`src/rtl/eth_frame_builder_pkg.sv`:
```
// Shared definitions for the Ethernet frame builder: the FSM state set and
// the fixed frame-layout constants.
package eth_frame_builder_pkg;

    typedef enum logic [2:0] {
        ST_FILL = 3'd0,
        ST_DROP = 3'd1,
        ST_PAD  = 3'd2,
        ST_ARM  = 3'd3,
        ST_HOLD = 3'd4
    } state_e;

    localparam logic [7:0] PREAMBLE    = 8'h55;
    localparam logic [7:0] SFD         = 8'hD5;
    localparam int         FRAME_LEN   = 68;
    localparam int         PAYLOAD_LEN = 46;
    localparam int         HDR_LEN     = 14;

endpackage

```
`src/rtl/eth_payload_ram.sv`:
```
// 46 x 8 payload store: one synchronous write port and one registered read
// port. Reads of the location being written return the old contents.
module eth_payload_ram
    import eth_frame_builder_pkg::*;
(
    input  logic       clk,
    input  logic       we_i,
    input  logic [5:0] waddr_i,
    input  logic [7:0] wdata_i,
    input  logic [5:0] raddr_i,
    output logic [7:0] rdata_o
);

    logic [7:0] mem_q [0:PAYLOAD_LEN-1];
    logic [7:0] rdata_q;

    // Payload write and registered read; out-of-range read indices yield zero.
    always_ff @(posedge clk) begin
        if (we_i) begin
            mem_q[waddr_i] <= wdata_i;
        end
        if (raddr_i < 6'(PAYLOAD_LEN)) begin
            rdata_q <= mem_q[raddr_i];
        end else begin
            rdata_q <= 8'h00;
        end
    end

    assign rdata_o = rdata_q;

endmodule

```
`src/rtl/eth_frame_builder.sv`:
```
// Ethernet frame builder: collects a payload into RAM, pads short frames to
// 46 bytes, drops excess bytes, then pulses start and locks the image while
// the transmitter reads it out through rd_addr/rd_data.
module eth_frame_builder
    import eth_frame_builder_pkg::*;
#(
    parameter logic [47:0] DST_MAC     = 48'hFFFF_FFFF_FFFF,
    parameter logic [47:0] SRC_MAC     = 48'h02_00_00_00_00_01,
    parameter logic [15:0] ETHERTYPE   = 16'h88B5,
    parameter int          HOLD_CYCLES = 1200
) (
    input  logic       clk,
    input  logic       rst,
    input  logic       in_valid,
    input  logic [7:0] in_data,
    input  logic       in_last,
    output logic       in_ready,
    output logic       start,
    input  logic [6:0] rd_addr,
    output logic [7:0] rd_data,
    output logic       busy,
    output logic       overflow
);

    localparam int               CNT_W     = ($clog2(HOLD_CYCLES) < 11) ? 11 : $clog2(HOLD_CYCLES);
    localparam logic [CNT_W-1:0] HOLD_LOAD = CNT_W'(HOLD_CYCLES - 1);
    localparam logic [5:0]       LAST_IDX  = 6'(PAYLOAD_LEN - 1);
    localparam logic [6:0]       PAY_BASE  = 7'(8 + HDR_LEN);
    localparam logic [6:0]       PAY_END   = 7'(FRAME_LEN);

    state_e           state_q, state_d;
    logic [5:0]       wr_idx_q, wr_idx_d;
    logic [CNT_W-1:0] hold_cnt_q, hold_cnt_d;
    logic             start_q, busy_q, in_ready_q;
    logic             ram_we_s;
    logic [7:0]       ram_wdata_s;
    logic             overflow_s;
    logic             xfer_s;
    logic             rd_is_pay_s, rd_is_pay_q;
    logic [7:0]       hdr_byte_s, hdr_q;
    logic [7:0]       ram_rdata_s;

    // Preamble, SFD and header bytes for a given frame address; zero elsewhere.
    function automatic logic [7:0] header_byte(input logic [6:0] a);
        int unsigned ai;
        logic [47:0] sh;
        logic [7:0]  b;
        ai = 32'(a);
        sh = 48'h0;
        if (ai < 32'd7) begin
            b = PREAMBLE;
        end else if (ai == 32'd7) begin
            b = SFD;
        end else if (ai < 32'd14) begin
            sh = DST_MAC >> (32'd8 * (32'd13 - ai));
            b  = sh[7:0];
        end else if (ai < 32'd20) begin
            sh = SRC_MAC >> (32'd8 * (32'd19 - ai));
            b  = sh[7:0];
        end else if (ai == 32'd20) begin
            b = ETHERTYPE[15:8];
        end else if (ai == 32'd21) begin
            b = ETHERTYPE[7:0];
        end else begin
            b = 8'h00;
        end
        return b;
    endfunction

    assign xfer_s = in_valid & in_ready_q;

    // Next-state, write-index, hold-counter and RAM write-port decode.
    always_comb begin
        state_d     = state_q;
        wr_idx_d    = wr_idx_q;
        hold_cnt_d  = hold_cnt_q;
        ram_we_s    = 1'b0;
        ram_wdata_s = in_data;
        overflow_s  = 1'b0;
        case (state_q)
            ST_FILL: begin
                if (xfer_s) begin
                    ram_we_s = 1'b1;
                    if (wr_idx_q == LAST_IDX) begin
                        state_d = in_last ? ST_ARM : ST_DROP;
                    end else begin
                        wr_idx_d = wr_idx_q + 6'd1;
                        state_d  = in_last ? ST_PAD : ST_FILL;
                    end
                end else begin
                    state_d = ST_FILL;
                end
            end
            ST_DROP: begin
                if (xfer_s && in_last) begin
                    overflow_s = 1'b1;
                    state_d    = ST_ARM;
                end else begin
                    state_d = ST_DROP;
                end
            end
            ST_PAD: begin
                ram_we_s    = 1'b1;
                ram_wdata_s = 8'h00;
                if (wr_idx_q == LAST_IDX) begin
                    state_d = ST_ARM;
                end else begin
                    wr_idx_d = wr_idx_q + 6'd1;
                end
            end
            ST_ARM: begin
                hold_cnt_d = HOLD_LOAD;
                state_d    = ST_HOLD;
            end
            ST_HOLD: begin
                if (hold_cnt_q == {CNT_W{1'b0}}) begin
                    state_d  = ST_FILL;
                    wr_idx_d = 6'd0;
                end else begin
                    hold_cnt_d = hold_cnt_q - CNT_W'(1);
                end
            end
            default: begin
                state_d  = ST_FILL;
                wr_idx_d = 6'd0;
            end
        endcase
    end

    // State register plus output flags registered from the next state, so
    // start/busy/in_ready line up with the state they describe.
    always_ff @(posedge clk) begin
        if (rst) begin
            state_q    <= ST_FILL;
            wr_idx_q   <= 6'd0;
            hold_cnt_q <= {CNT_W{1'b0}};
            start_q    <= 1'b0;
            busy_q     <= 1'b0;
            in_ready_q <= 1'b1;
        end else begin
            state_q    <= state_d;
            wr_idx_q   <= wr_idx_d;
            hold_cnt_q <= hold_cnt_d;
            start_q    <= (state_d == ST_ARM);
            busy_q     <= (state_d == ST_ARM) || (state_d == ST_HOLD);
            in_ready_q <= (state_d == ST_FILL) || (state_d == ST_DROP);
        end
    end

    assign rd_is_pay_s = (rd_addr >= PAY_BASE) && (rd_addr < PAY_END);
    assign hdr_byte_s  = header_byte(rd_addr);

    // Read-path select and constant-header byte, registered alongside the RAM read.
    always_ff @(posedge clk) begin
        if (rst) begin
            rd_is_pay_q <= 1'b0;
            hdr_q       <= 8'h00;
        end else begin
            rd_is_pay_q <= rd_is_pay_s;
            hdr_q       <= hdr_byte_s;
        end
    end

    eth_payload_ram u_ram (
        .clk     (clk),
        .we_i    (ram_we_s),
        .waddr_i (wr_idx_q),
        .wdata_i (ram_wdata_s),
        .raddr_i (6'(rd_addr - PAY_BASE)),
        .rdata_o (ram_rdata_s)
    );

    assign rd_data  = rd_is_pay_q ? ram_rdata_s : hdr_q;
    assign in_ready = in_ready_q;
    assign start    = start_q;
    assign busy     = busy_q;
    // Overflow must mark the very cycle the final excess byte is taken.
    assign overflow = overflow_s;

endmodule

```
`config.mk`:
```
export PLATFORM = sky130hd
export DESIGN_NAME = eth_frame_builder
export DESIGN_NICKNAME = d
export VERILOG_FILES = /design/src/rtl/eth_frame_builder_pkg.sv /design/src/rtl/eth_payload_ram.sv /design/src/rtl/eth_frame_builder.sv
export SDC_FILE = /design/constraint.sdc
export NUM_CORES = 1
export LEC_CHECK = 0
export CORE_MARGIN = 2
export CORE_UTILIZATION = 40
export CTS_CLUSTER_DIAMETER = 150
export DETAILED_ROUTE_END_ITERATION = 7
export PLACE_DENSITY_LB_ADDON = 0.2
export SLEW_MARGIN = 20
export SYNTH_ARGS = -nofsm -noshare
export SYNTH_HDL_FRONTEND = slang
export SYNTH_HIERARCHICAL = 1
export SYNTH_SLANG_ARGS = --single-unit
```
`constraint.sdc`:
```
create_clock -name clk -period 4.7 [get_ports clk]
set_input_delay 1.175 -clock clk [delete_from_list [all_inputs] [get_ports clk]]
set_output_delay 1.175 -clock clk [all_outputs]
set_load 0.05 [all_outputs]
```
Word-level counts from Yosys, hierarchy flattened
Memories as Yosys holds them, arrays and structs flattened. A register that Yosys moved wholly into a read port is not among the register bits.
Index checks and enable logic that the tools add are counted.
{"block": "totals", "out_inout_bits": 12, "inputBits": 19, "latchBits": 0, "register_bits": 32, "mem_count": 1, "elab_cells": 82, "mem_bits_ro": 0, "ram_bits": 368}
{"block": "op_classes", "eq_ne": 14, "n_addsub": 5, "n_bitwise": 2, "n_mux": 28, "n_mul": 0, "div_mod_pow": 0, "reduce_logical": 14, "shift": 2, "order_cmp": 6}
{"memory": "u_ram.mem_q", "depth": 46, "word_bits": 8, "read_ports": 1, "rd_ports_with_merged_regs": 1, "wr": 1, "line": "eth_payload_ram.sv:14", "source": "logic [7:0] mem_q [0:PAYLOAD_LEN-1];"}
{"operator": "2-to-1 mux 8 bit", "n": 7}
{"operator": ">> shifter 48 x 32 -> 8 bit, first input constant", "n": 1}
{"operator": ">> shifter 42 x 32 -> 8 bit, first input constant", "n": 1}
{"operator": "case mux 6 bit (4 select lines)", "n": 1}
{"operator": "case mux 11 bit (2 select lines)", "n": 1}
{"operator": "2-to-1 mux 6 bit", "n": 3}
{"operator": "case mux 3 bit (5 select lines)", "n": 1}
{"operator": "== test 7 x 5 -> 1 bit, second input constant", "n": 2}
{"operator": "logical NOT 11 bit", "n": 1}
{"operator": "2-to-1 mux 11 bit", "n": 1}
{"operator": "subtractor 11 x 1 -> 11 bit, second input constant", "n": 1}
{"operator": "== test 3 x 2 -> 1 bit, second input constant", "n": 3}
{"operator": "2-to-1 mux 3 bit", "n": 3}
{"operator": "2-to-1 mux 2 bit", "n": 4}
{"operator": "subtractor 4 x 7 -> 8 bit, first input constant", "n": 1}
{"operator": "subtractor 5 x 7 -> 8 bit, first input constant", "n": 1}
{"operator": "== test 7 x 3 -> 1 bit, second input constant", "n": 1}
{"operator": ">= comparator 7 x 5 -> 1 bit, second input constant", "n": 1}
{"operator": "less-than comparator 7 x 3 -> 1 bit, second input constant", "n": 1}
{"operator": "less-than comparator 7 x 4 -> 1 bit, second input constant", "n": 1}
{"operator": "less-than comparator 7 x 5 -> 1 bit, second input constant", "n": 1}
{"operator": "less-than comparator 7 bit, second input constant", "n": 1}
{"operator": "2-to-1 mux 7 bit", "n": 1}
{"operator": "adder 6 x 1 -> 6 bit, second input constant", "n": 1}
{"operator": "19 further kinds", "n": 31}

Longest topological paths before layout
Gate-level depths: netlist of the first run.
{"block": "depth", "ltp_word": 7, "depth_mapped": 9, "mapped_depth_nobuf": 8}

Hierarchy
The synthesis of the first run kept the hierarchy.
{"module": "eth_payload_ram", "cells_per_inst": 696, "seq_area_each_um2": 11210.8, "instances": 1, "area_each_um2": 14619.0}
{"module": "eth_frame_builder", "cells_per_inst": 199, "seq_area_each_um2": 620.6, "instances": 1, "area_each_um2": 1719.1}

Least setup slack after synthesis of the first run
Ideal clock, no wire load.
{"block": "synth_path", "path_type": "in2out", "start": "input port in_last", "end": "output port overflow", "setup_slack_ns": 1.100, "path_buffers": 0, "arrival_time_ns": 2.425, "stages": 2, "required_time_ns": 3.525, "path_cell_list": "nand3_1 nor3b_1"}
{"block": "synth_via", "elab_chain_cells": 3}
{"element": "start, declared", "line": "eth_frame_builder.sv:16", "source": "input logic in_last,"}
{"element": "logical AND 1 bit", "line": "eth_frame_builder.sv:95", "source": "if (xfer_s && in_last) begin"}
{"element": "2-to-1 mux 1 bit", "line": "eth_frame_builder.sv:95"}
{"element": "2-to-1 mux 1 bit", "line": "eth_frame_builder.sv:80", "source": "case (state_q)"}
{"element": "end, declared", "line": "eth_frame_builder.sv:22", "source": "output logic overflow"}
Every way passes these cells.

Worst setup path in the final report of the first run
{"block": "layout_path", "start": "input port in_valid", "end": "output port overflow"}
{"block": "layout_via", "elab_chain_cells": 4}
{"element": "start, declared", "line": "eth_frame_builder.sv:14", "source": "input logic in_valid,"}
{"element": "AND 1 bit", "line": "eth_frame_builder.sv:70", "source": "assign xfer_s = in_valid & in_ready_q;"}
{"element": "logical AND 1 bit", "line": "eth_frame_builder.sv:95"}
{"element": "2-to-1 mux 1 bit", "line": "eth_frame_builder.sv:95"}
{"element": "2-to-1 mux 1 bit", "line": "eth_frame_builder.sv:80"}
Every way passes these cells.

==> metrics.md, run 1 <==
| Metric | Value |
|---|---|
| Post-DR wirelength/cell | 24.4 um |
| Most frequent cells in the layout | 368 x edfxtp_1, 77 x mux4_2, 68 x nor2_1, 47 x clkbuf_16, 39 x dfxtp_1 |
| Slowest stage cell, crit path | clkdlybuf4s50_1 |
| Mapped Cells | roughly 900 |
| Status | finished, final reports clean |
| I/O pins | 31 |
| Sequential cell area fraction in the yosys report | between 70 and 80% |
| CTS clk-pin slew, worst paths | roughly 0.060 ns |
| Critical R2R Capture | u_ram/mem_q[13][1] |
| TritonCTS clock tree | done |
| First-pass GRT wire length | roughly 56 mm |
| Final net count | 1000 |
| Max Slew Vio Count | 0 |
| Fillers | 3455 |
| Number of buffers added on ports | 30 |
| DP Wirelength | around 24 mm |
| Hold endpoint | hold_cnt_q[9] |
| # DRC | 0 |
| Commonest non-fill, non-tap cell in the layout | edfxtp_1 |
| Hold crit path type | flip-flop to flip-flop |
| DRT iter0 DRCs | between 600 and 700 |
| CORE AREA | a little over 40000 um^2 |
| Vias in the first global route | 8391 |
| Pre-antenna DRT Iters | 5 |
| WL final | between 30 and 40 mm |
| Resized cells post-CTS | 0 |
| Synth Area in Compound Gates | under 10% |
| Worst Skew | ~0.031 ns |
| Antenna violations before repair | 2 |
| Via density | 5.46 |
| Mux cell area share after synthesis | around 15% |
| Largest stage delay on the critical path | 0.83 ns |
| Worst r2r path cells | 6 |
| Post-route ant nets | 0 |
| Tmin final | 3.96 ns |
| CP dominant cell by count | clkdlybuf4s50_1 |
| Post-synthesis register bit count | 407 |
| Adder-Cell Fraction of Synth Area | 0.613% |
| Synth warn | 6 |
| Grt ovf | 0 |
| CP max FO | 3 |
| CP Class | input pin to output port |
| Num CTS Buffers | 43 |
| WP data required | about 3.5 ns |
| Overall power | around 8000 uW |
| Least-Margin Pin Slew | 0.971 ns |
| Power per cell area | 419 nW/um^2 |
| Netlist cell types | 56 |
| Share of cells above drive strength 1 | between 20 and 25% |
| Sinks on the clock net | 407 |
| Main flop type after synthesis | edfxtp_1 |
| Clock buffer depth | 3 |
| Critical path arrival | ~2.8 ns |
| Pin count of the biggest net entering global routing | 47 |
| Initial Util | between 40% and 50% |
| Crit-path cells | clkdlybuf4s50_1 -> nand3_1 -> nor3b_1 -> clkdlybuf4s50_1 |
| Avg Inst Size Synth | ~18 um^2 |
| Crit end category | output port |
| Worst R2R Setup Slack | around 2.1 ns |
| Clock Latency Late Sink | between 0.5 and 0.6 ns |
| Routability congestion estimate | about 0.79 |
| Post-synthesis cell area | around 16000 um^2 |
| # hold bufs at CTS | 0 |
| Synth-to-layout area growth | 16.5% |
| Largest family of logic cells by synthesized area | multiplexers |
| Worst Hold Depth | 2 |
| Hold Crit Start | hold_cnt_q[9] |
| Via count | between 8000 and 9000 |
| RSZ-0062 raised after global routing | no |
| Final hold vios | 0 |
| Number of synthesized flops with an enable pin | 368 |
| Slew headroom | a little over a third |
| Final setup viols | 0 |
| XOR/XNOR Fraction of Synth Area | less than 1% |
| Asr flop ratio synth | 0% |
| Tcrit/Tclk final | a little over four fifths |
| Tot GR Track Use | 18.1% |
| Die Wd | around 210 um |
| Clock root cell | clkbuf_16 |
| Buffer count from post-CTS setup fixing | 0 |
| Crit start category | input pin |
| Max capacitance violation total | 0 |
| FP Rows | 74 |
| Die H | approximately 210 um |
| R2R Path Start | state_q[1] |
| Peak VDD IR | 0.249 mV |
| Fin Setup TNS | 0 ns |
| Leakage power | roughly 0.0062 uW |
| F_max | around 0.25 GHz |
| Simple-gate portion of the synthesized area | approximately 5.4% |
| H-tree levels | 2 |
| Die area | roughly 42000 um^2 |
| Mapped Nets | 922 |
-- worst max-delay path, delay by kind of cell --
kind	cells	cell delay [ns]
buf+inv	2	1.34
simple gates	2	0.27
-- stage by stage --
stage                     instances  utilization, %  setup WS (ns)  cell area (um^2)  hold WS, ns
after floorplan                 895               -           1.10             16300        0.465
after global placement         1453            43.1          0.565             17500        0.476
after detailed placement       1455            43.2          0.561             17500        0.497
after CTS                      1534            46.7          0.736             18900        0.506
after global routing           1539            46.9          0.680             19000        0.526
final                          1540            46.9          0.735             19000        0.509
-- worst max-delay path by stage --
stage | from | end | slack, ns | cells past startpoint
global route | in_valid | overflow | 0.68 | 4
global placement | rd_addr[2] | u_ram/rdata_o[5] | 0.56 | 6
detailed placement | rd_addr[2] | u_ram/rdata_o[5] | 0.56 | 6
CTS | in_valid | overflow | 0.74 | 4
floorplan | in_last | overflow | 1.10 | 2
finish | in_valid | overflow | 0.74 | 4
-- sequential cells by signal (all words and copies together), names as in the netlist --
| name | cells |
|---|---|
| busy | 1 |
| in_ready | 1 |
| rd_is_pay_q | 1 |
| start | 1 |
| hold_cnt_q | 11 |
| hdr_q | 7 |
| wr_idx_q | 6 |
| state_q | 3 |
| u_ram/mem_q | 368 |
| u_ram/rdata_o | 8 |
-- synthesized netlist by cell type, types with 7 or more instances --
cell type	number	area, um^2
mux2i_1	38	380
buf_2	7	35.0
nand2_1	23	86.3
o32ai_1	7	61.3
nor2_1	68	255
nor3_1	13	65.1
clkbuf_1	18	67.6
o221ai_1	13	114
o21ai_0	9	45.0
mux2_2	23	259
ha_1	8	100
xnor2_1	9	78.8
buf_6	10	113
nand3_1	12	60.1
a221oi_1	8	70.1
mux4_2	77	1730
a211oi_1	10	75.1
nor2b_1	23	144
a21oi_1	14	70.1
dfxtp_1	39	781
inv_1	14	52.6
edfxtp_1	368	11100
-- per-layer routing --
metal  track usage, %  part of all wire, %  routed length (um)
met1             25.1                   44               16500
met2             28.8                   48               18000
met3             3.94                  5.5                2060
met4             5.36                  2.6                 965
met5                0                0.035                  13
-- cell families after synthesis --
kind of cell	count (synthesis)
adder cells (fa/ha/maj)	8
AND/OR/NAND/NOR	178
XOR/XNOR	14
multiplexers	140
AO/OA/AOI/OAI	89
flip-flops	407
buffers and inverters	59
-- cell type report --
cell class                      instances  area [um^2]  area share [%]
Sequential cell                       407        11800            62.1
Multi-Input combinational cell        429         4270            22.4
Clock buffer                           58         1230            6.45
Timing Repair Buffer                   74          805            4.23
Tap cell                              532          666            3.50
Clock inverter                         21          173           0.907
Inverter                               18         67.6           0.355
Antenna cell                            1         2.50          0.0131
-- power by group --
part           internal (uW)  switching, uW
clock network           1950           1360
registers               4020           40.8
logic                    236            364
total                   6200           1770
Power figures use the tool's default switching activity.
==> run 2: changes to the inputs <==
- clock period: 4.7 -> 3.7 ns (I/O delays scaled with it)
==> run 2 against run 1 <==
Compared with the run above: critical path depth decreased by 2; die area unchanged; critical endpoint is now rd_data[0]; combinational power increased by 24%; non-clock buffer count increased by 37; sequential power increased by 27%; final area increased by 0.25%; via count increased by 0.87%; clock skew decreased by 0.011 ns; worst hold slack about the same; wire length decreased by 0.35%; register-to-register slack got worse by 0.89 ns.
==> metrics.md, run 2 (synthesis gave the netlist of run 1 again) <==
| Metric | Value |
|---|---|
| Post-DR wirelength/cell | 23.7 um (-2.5%) |
| Antenna violations before repair | 0 (-2) |
| WHS | 0.509 ns (+0.0000980 ns) |
| Worst R2R Setup Slack | 1.19 ns (-0.89 ns) |
| Resized cells post-CTS | 0 (unchanged) |
| Pre-antenna DRT Iters | 5 (unchanged) |
| Routability congestion estimate | 0.836 (+5.5%) |
| Tot GR Track Use | 18.2% (+0.11 points) |
| Crit-path cells | mux2_2 -> clkdlybuf4s50_1 |
| Max capacitance violation total | 0 (unchanged) |
| Peak VDD IR | 0.310 mV (+25%) |
| Sinks on the clock net | 407 (unchanged) |
| # DRC | 0 (unchanged) |
| Least-Margin Pin Slew | 0.873 ns (-0.0977 ns) |
| Leakage power | 0.00634 uW (+1.7%) |
| I/O pins | 31 (unchanged) |
| Via count | 8478 (+0.87%) |
| Pin count of the biggest net entering global routing | 47 (unchanged) |
| WP data required | 2.77 ns (-0.75 ns) |
| Final hold vios | 0 (unchanged) |
| TritonCTS clock tree | done |
| Slew headroom | 41.6% (+6.6 points) |
| DRT iter0 DRCs | 828 (+29%) |
| Slowest stage cell, crit path | clkdlybuf4s50_1 |
| Num CTS Buffers | 42 (-2.3%) |
| Final net count | 1036 (+3.6%) |
| Final setup viols | 0 (unchanged) |
| Number of buffers added on ports | 30 (unchanged) |
| Area occupied by multi-input gates | 4270 um^2 (unchanged) |
| Buffer count from post-CTS setup fixing | 0 (unchanged) |
| Worst Skew | 0.0198 ns (-0.0111 ns) |
| Met2 WL | 17.9 mm (-0.53%) |
| CP Class | flip-flop to output port |
| Largest register FFs | 368 (unchanged) |
| H-tree levels | 2 (unchanged) |
| Die H | 206 um (unchanged) |
| Overall power | 9870 uW (+24%) |
| R2R Path Start | hold_cnt_q[6] |
| Fillers | 3455 (unchanged) |
| CP startpoint | rd_is_pay_q |
| Wire length on met3 | 2.13 mm (+3.6%) |
| Top delay family on crit path | buffers and inverters |
| CP max FO | 9 (+6) |
| Tmin final | about 3.1 ns |
| Crit start category | flip-flop |
| Synth-to-layout area growth | 16.8% |
| Crit end category | output port |
| Vias in the first global route | 8443 (+0.62%) |
| Initial Util | 40.3% (unchanged) |
| Share of cells above drive strength 1 | 24.7% (+2.3 points) |
| DP Wirelength | 24.5 mm (+0.21%) |
| Status | finished, final reports clean |
| CTS clk-pin slew, worst paths | 0.06 ns (about the same) |
| Power per cell area | 517 nW/um^2 (+24%) |
| Critical R2R Capture | wr_idx_q[1] |
| Die area | 42500 um^2 (unchanged) |
| Grt ovf | 0 (unchanged) |
| FP Rows | 74 (unchanged) |
| First-pass GRT wire length | 55.8 mm (about the same) |
| Worst r2r path cells | 5 (-1) |
| Critical path buffer and inverter count | 1 (-1) |
| F_max | approximately 0.32 GHz |
| Reg area | 11800 um^2 (unchanged) |
| Final core occ | 47.1% (+0.12 points) |
| Clock Latency Late Sink | 0.56 ns (about the same) |
| Post-route ant nets | 0 (unchanged) |
| Clock root cell | clkbuf_16 |
| Hold crit path type | flip-flop to flip-flop |
| Critical path endpoint | rd_data[0] |
| CORE AREA | 40600 um^2 (unchanged) |
| Tcrit/Tclk final | between 80% and 90% |
| RSZ-0062 raised after global routing | no |
| CP Depth | 2 (-2) |
| Top layer in use | met4 |
| Largest stage delay on the critical path | 0.70 ns (-0.13 ns) |
| Biggest register | u_ram/mem_q |
| Clock buffer depth | 3 (unchanged) |
| Commonest non-fill, non-tap cell in the layout | edfxtp_1 |
| Most frequent cells in the layout | 368 x edfxtp_1, 77 x buf_4, 77 x mux4_2, 68 x nor2_1, 42 x clkbuf_16 |
| Via density | 5.39 (-1.3%) |
| Fin Setup TNS | 0 ns (unchanged) |
| Critical path arrival | 2.20 ns (-0.59 ns) |
| Wl on met1 | 16.5 mm (about the same) |
| Max Slew Vio Count | 0 (unchanged) |
| Die Wd | 206 um (unchanged) |
| Antenna Diode Count | 0 (-1) |
| # hold bufs at CTS | 0 (unchanged) |
| WL final | 37.4 mm (-0.35%) |
[run 2: changes by cell type in the layout (fill, tap and decap cells not counted), sizes merged]
cell	previous run	this run
clkdlybuf4s50	29	28
inv	15	16
buf	45	83
clkinv	20	18
clkinvlp	2	1
diode	1	0
[run 2: worst reg2reg max path: cells and delay by family (launching register included)]
| family | cells | cell delay [ns] |
|---|---|---|
| AOI/OAI and AO/OA | 3 | 1.07 |
| DFF | 1 | 0.36 |
| and+or+nand+nor | 2 | 1.00 |
[run 2: worst min path at each step]
stage	from	endpoint	cells after the start
floorplan	hold_cnt_q[1]	hold_cnt_q[1]	2
global placement	hold_cnt_q[1]	hold_cnt_q[1]	2
detailed placement	hold_cnt_q[1]	hold_cnt_q[1]	2
CTS	hold_cnt_q[1]	hold_cnt_q[1]	2
global route	hold_cnt_q[1]	hold_cnt_q[1]	2
finish	hold_cnt_q[1]	hold_cnt_q[1]	2
[run 2: final cells by class]
cell class | count | share of cell area, %
inverter | 18 | 0.354
multi-input combinational | 429 | 22.3
timing repair buffer | 111 | 5.08
clock buffer | 58 | 5.93
clock inverter | 19 | 0.806
sequential | 407 | 62.0
tap | 532 | 3.49
[run 2: metrics by stage]
step                      setup WS (ns)  std cells  area [um^2]
after floorplan                   0.600        895        16300
after global placement            0.174       1497        17800
after detailed placement          0.106       1497        17800
after CTS                         0.538       1574        19100
after global routing              0.492       1574        19100
final                             0.575       1574        19100
[run 2: power breakdown]
part	internal, uW	switching (uW)
combinational	291	456
clock	2280	1690
sequential	5100	48.0
[run 2: per-layer routing]
layer | vias to the layer above | GRT usage (%)
met4 | 0 | 5.41
met3 | 52 | 2.81
met2 | 225 | 28.8
met5 | - | 0
li1 | 3839 | -
met1 | 4362 | 26.2
==> run 3: changes to the inputs <==
- clock period: 3.7 -> 3 ns (I/O delays scaled with it)
==> run 3 against run 2 <==
Compared with the run above: final cell count up 3.2%; clock power up 34%; utilization up 1.4 points.
==> metrics.md, run 3 (synthesis gave the netlist of run 1 again) <==
| Metric | Value |
|---|---|
| Status | finished, final reports clean |
| Clock buffer depth | 3 (unchanged) |
| Resized cells post-CTS | 0 (unchanged) |
| FP Rows | 74 (unchanged) |
| Peak VDD IR | 0.331 mV (+6.8%) |
| Tot GR Track Use | 18.6% (+0.35 points) |
| Max capacitance violation total | 0 (unchanged) |
| Power per cell area | 644 nW/um^2 (+25%) |
| Worst r2r path cells | 6 (+1) |
| Reg area | 11800 um^2 (unchanged) |
| Routability congestion estimate | 0.822 (-1.7%) |
| Pre-antenna DRT Iters | 5 (unchanged) |
| Max Slew Vio Count | 0 (unchanged) |
| Worst R2R Setup Slack | 0.87 ns (-0.32 ns) |
| WL final | 38.3 mm (+2.5%) |
| R2R Path Start | hold_cnt_q[6] |
| Final setup viols | 0 (unchanged) |
| CP Class | flip-flop to output port |
| Least-Margin Pin Slew | 0.630 ns (-0.243 ns) |
| H-tree levels | 2 (unchanged) |
| Sinks on the clock net | 407 (unchanged) |
| Post-route ant nets | 0 (unchanged) |
| Buffer count from post-CTS setup fixing | 0 (unchanged) |
| DRT iter0 DRCs | 821 (-0.85%) |
| Clock Latency Late Sink | 0.54 ns (-0.02 ns) |
| # DRC | 0 (unchanged) |
| Biggest register | u_ram/mem_q |
| F_max | between 0.3 and 0.4 GHz |
| Vias in the first global route | 8650 (+2.5%) |
| Worst Skew | 0.0142 ns (-0.00564 ns) |
| RSZ-0062 raised after global routing | no |
| Critical path arrival | 2.04 ns (-0.16 ns) |
| Fillers | 3408 (-1.4%) |
| WP data required | 2.25 ns (-0.52 ns) |
| Most frequent cells in the layout | 368 x edfxtp_1, 120 x buf_4, 77 x mux4_2, 68 x nor2_1, 45 x clkbuf_16 |
| Share of cells above drive strength 1 | 28.3% (+3.6 points) |
| Largest register FFs | 368 (unchanged) |
| Area occupied by multi-input gates | 4270 um^2 (unchanged) |
| Via count | 8758 (+3.3%) |
| Via density | 5.39 (about the same) |
| Pin count of the biggest net entering global routing | 47 (unchanged) |
| Die Wd | 206 um (unchanged) |
| Slew headroom | 57.9% (+16 points) |
| CP max FO | 9 (unchanged) |
| WHS | 0.501 ns (-0.00795 ns) |
| Num CTS Buffers | 44 (+4.8%) |
| Commonest non-fill, non-tap cell in the layout | edfxtp_1 |
| Placed Cells | 1546 (+3.3%) |
| Antenna violations before repair | 0 (unchanged) |
| CORE AREA | 40600 um^2 (unchanged) |
| Grt ovf | 0 (unchanged) |
| Die H | 206 um (unchanged) |
| Crit end category | output port |
| Fin cells | 1625 (+3.2%) |
| Number of buffers added on ports | 30 (unchanged) |
| Final core occ | 48.5% (+1.4 points) |
| Crit start category | flip-flop |
| Hold Crit Start | hold_cnt_q[1] |
| Tcrit/Tclk final | between 90% and 100% |
| Final net count | 1087 (+4.9%) |
| TritonCTS clock tree | done |
| Initial Util | 40.3% (unchanged) |
| Die area | 42500 um^2 (unchanged) |
| # hold bufs at CTS | 0 (unchanged) |
| Hold crit path type | flip-flop to flip-flop |
| Clock root cell | clkbuf_16 |
| Tmin final | 2.79 ns |
| Post-DR wirelength/cell | 23.6 um (-0.71%) |
| CP startpoint | rd_is_pay_q |
| Critical path endpoint | rd_data[4] |
| CTS clk-pin slew, worst paths | 0.06 ns (about the same) |
| Synth-to-layout area growth | 20.4% |
| I/O pins | 31 (unchanged) |
| Antenna Diode Count | 0 (unchanged) |
| Leakage power | 0.00677 uW (+6.7%) |
| Critical R2R Capture | busy |
| DP Wirelength | 25.4 mm (+3.7%) |
| Final hold vios | 0 (unchanged) |
| First-pass GRT wire length | 57.2 mm (+2.5%) |
-- run 3: cell count changes in the layout (fill, tap and decap cells not counted), moves of 2 or more --
cell	change
buf_12	+6
buf_4	+43
bufinv_16	+3
clkbuf_1	+3
clkbuf_16	+3
clkdlybuf4s50_1	-6
clkinv_1	-4
dlymetal6s2s_1	+6
inv_6	-2
-- run 3: final cells by class --
type,instances,area share (%)
flip-flops and latches,407,60.2
clock buffers,63,6.12
well taps,532,3.38
inverters,18,0.344
multi-input cells,429,21.7
repair buffers,160,7.26
clock inverters,16,1.05
-- run 3: per-stage QoR --
step	power (uW)	setup WS (ns)	setup TNS (ns)	area (um^2)
final	12700	0.205	0	19700
after global routing	13100	0.0768	0	19700
after CTS	12800	0.0370	0	19700
after detailed placement	7500	-0.193	-1.05	18200
after global placement	7500	-0.142	-0.613	18200
after floorplan	7010	0.250	0	16300
-- run 3: worst min-delay path by stage --
stage,cells after the start,end
floorplan,2,hold_cnt_q[1]
global placement,2,hold_cnt_q[1]
detailed placement,2,hold_cnt_q[1]
CTS,2,hold_cnt_q[1]
global route,2,hold_cnt_q[9]
finish,2,hold_cnt_q[1]
-- run 3: worst max-delay path, stage by stage (launching register included) --
cell	delay, ns
dfxtp_1	0.54
nand2_1	0.09
nand2_1	0.08
clkdlybuf4s50_1	0.80
-- run 3: metal layers --
layer  track usage (%)  routed length (um)  up-vias
met5                 0                   0        -
met1              26.8               17100     4522
met3              3.30                2250       54
met4              5.13                 860        0
met2              29.2               18100      246
li1                  -                   -     3936
-- run 3: where the power goes --
part / total [uW] / switching [uW] / internal (uW)
Clock: 5300 / 2080 / 3210
Combinational: 1030 / 595 / 434
Sequential: 6340 / 45.8 / 6300
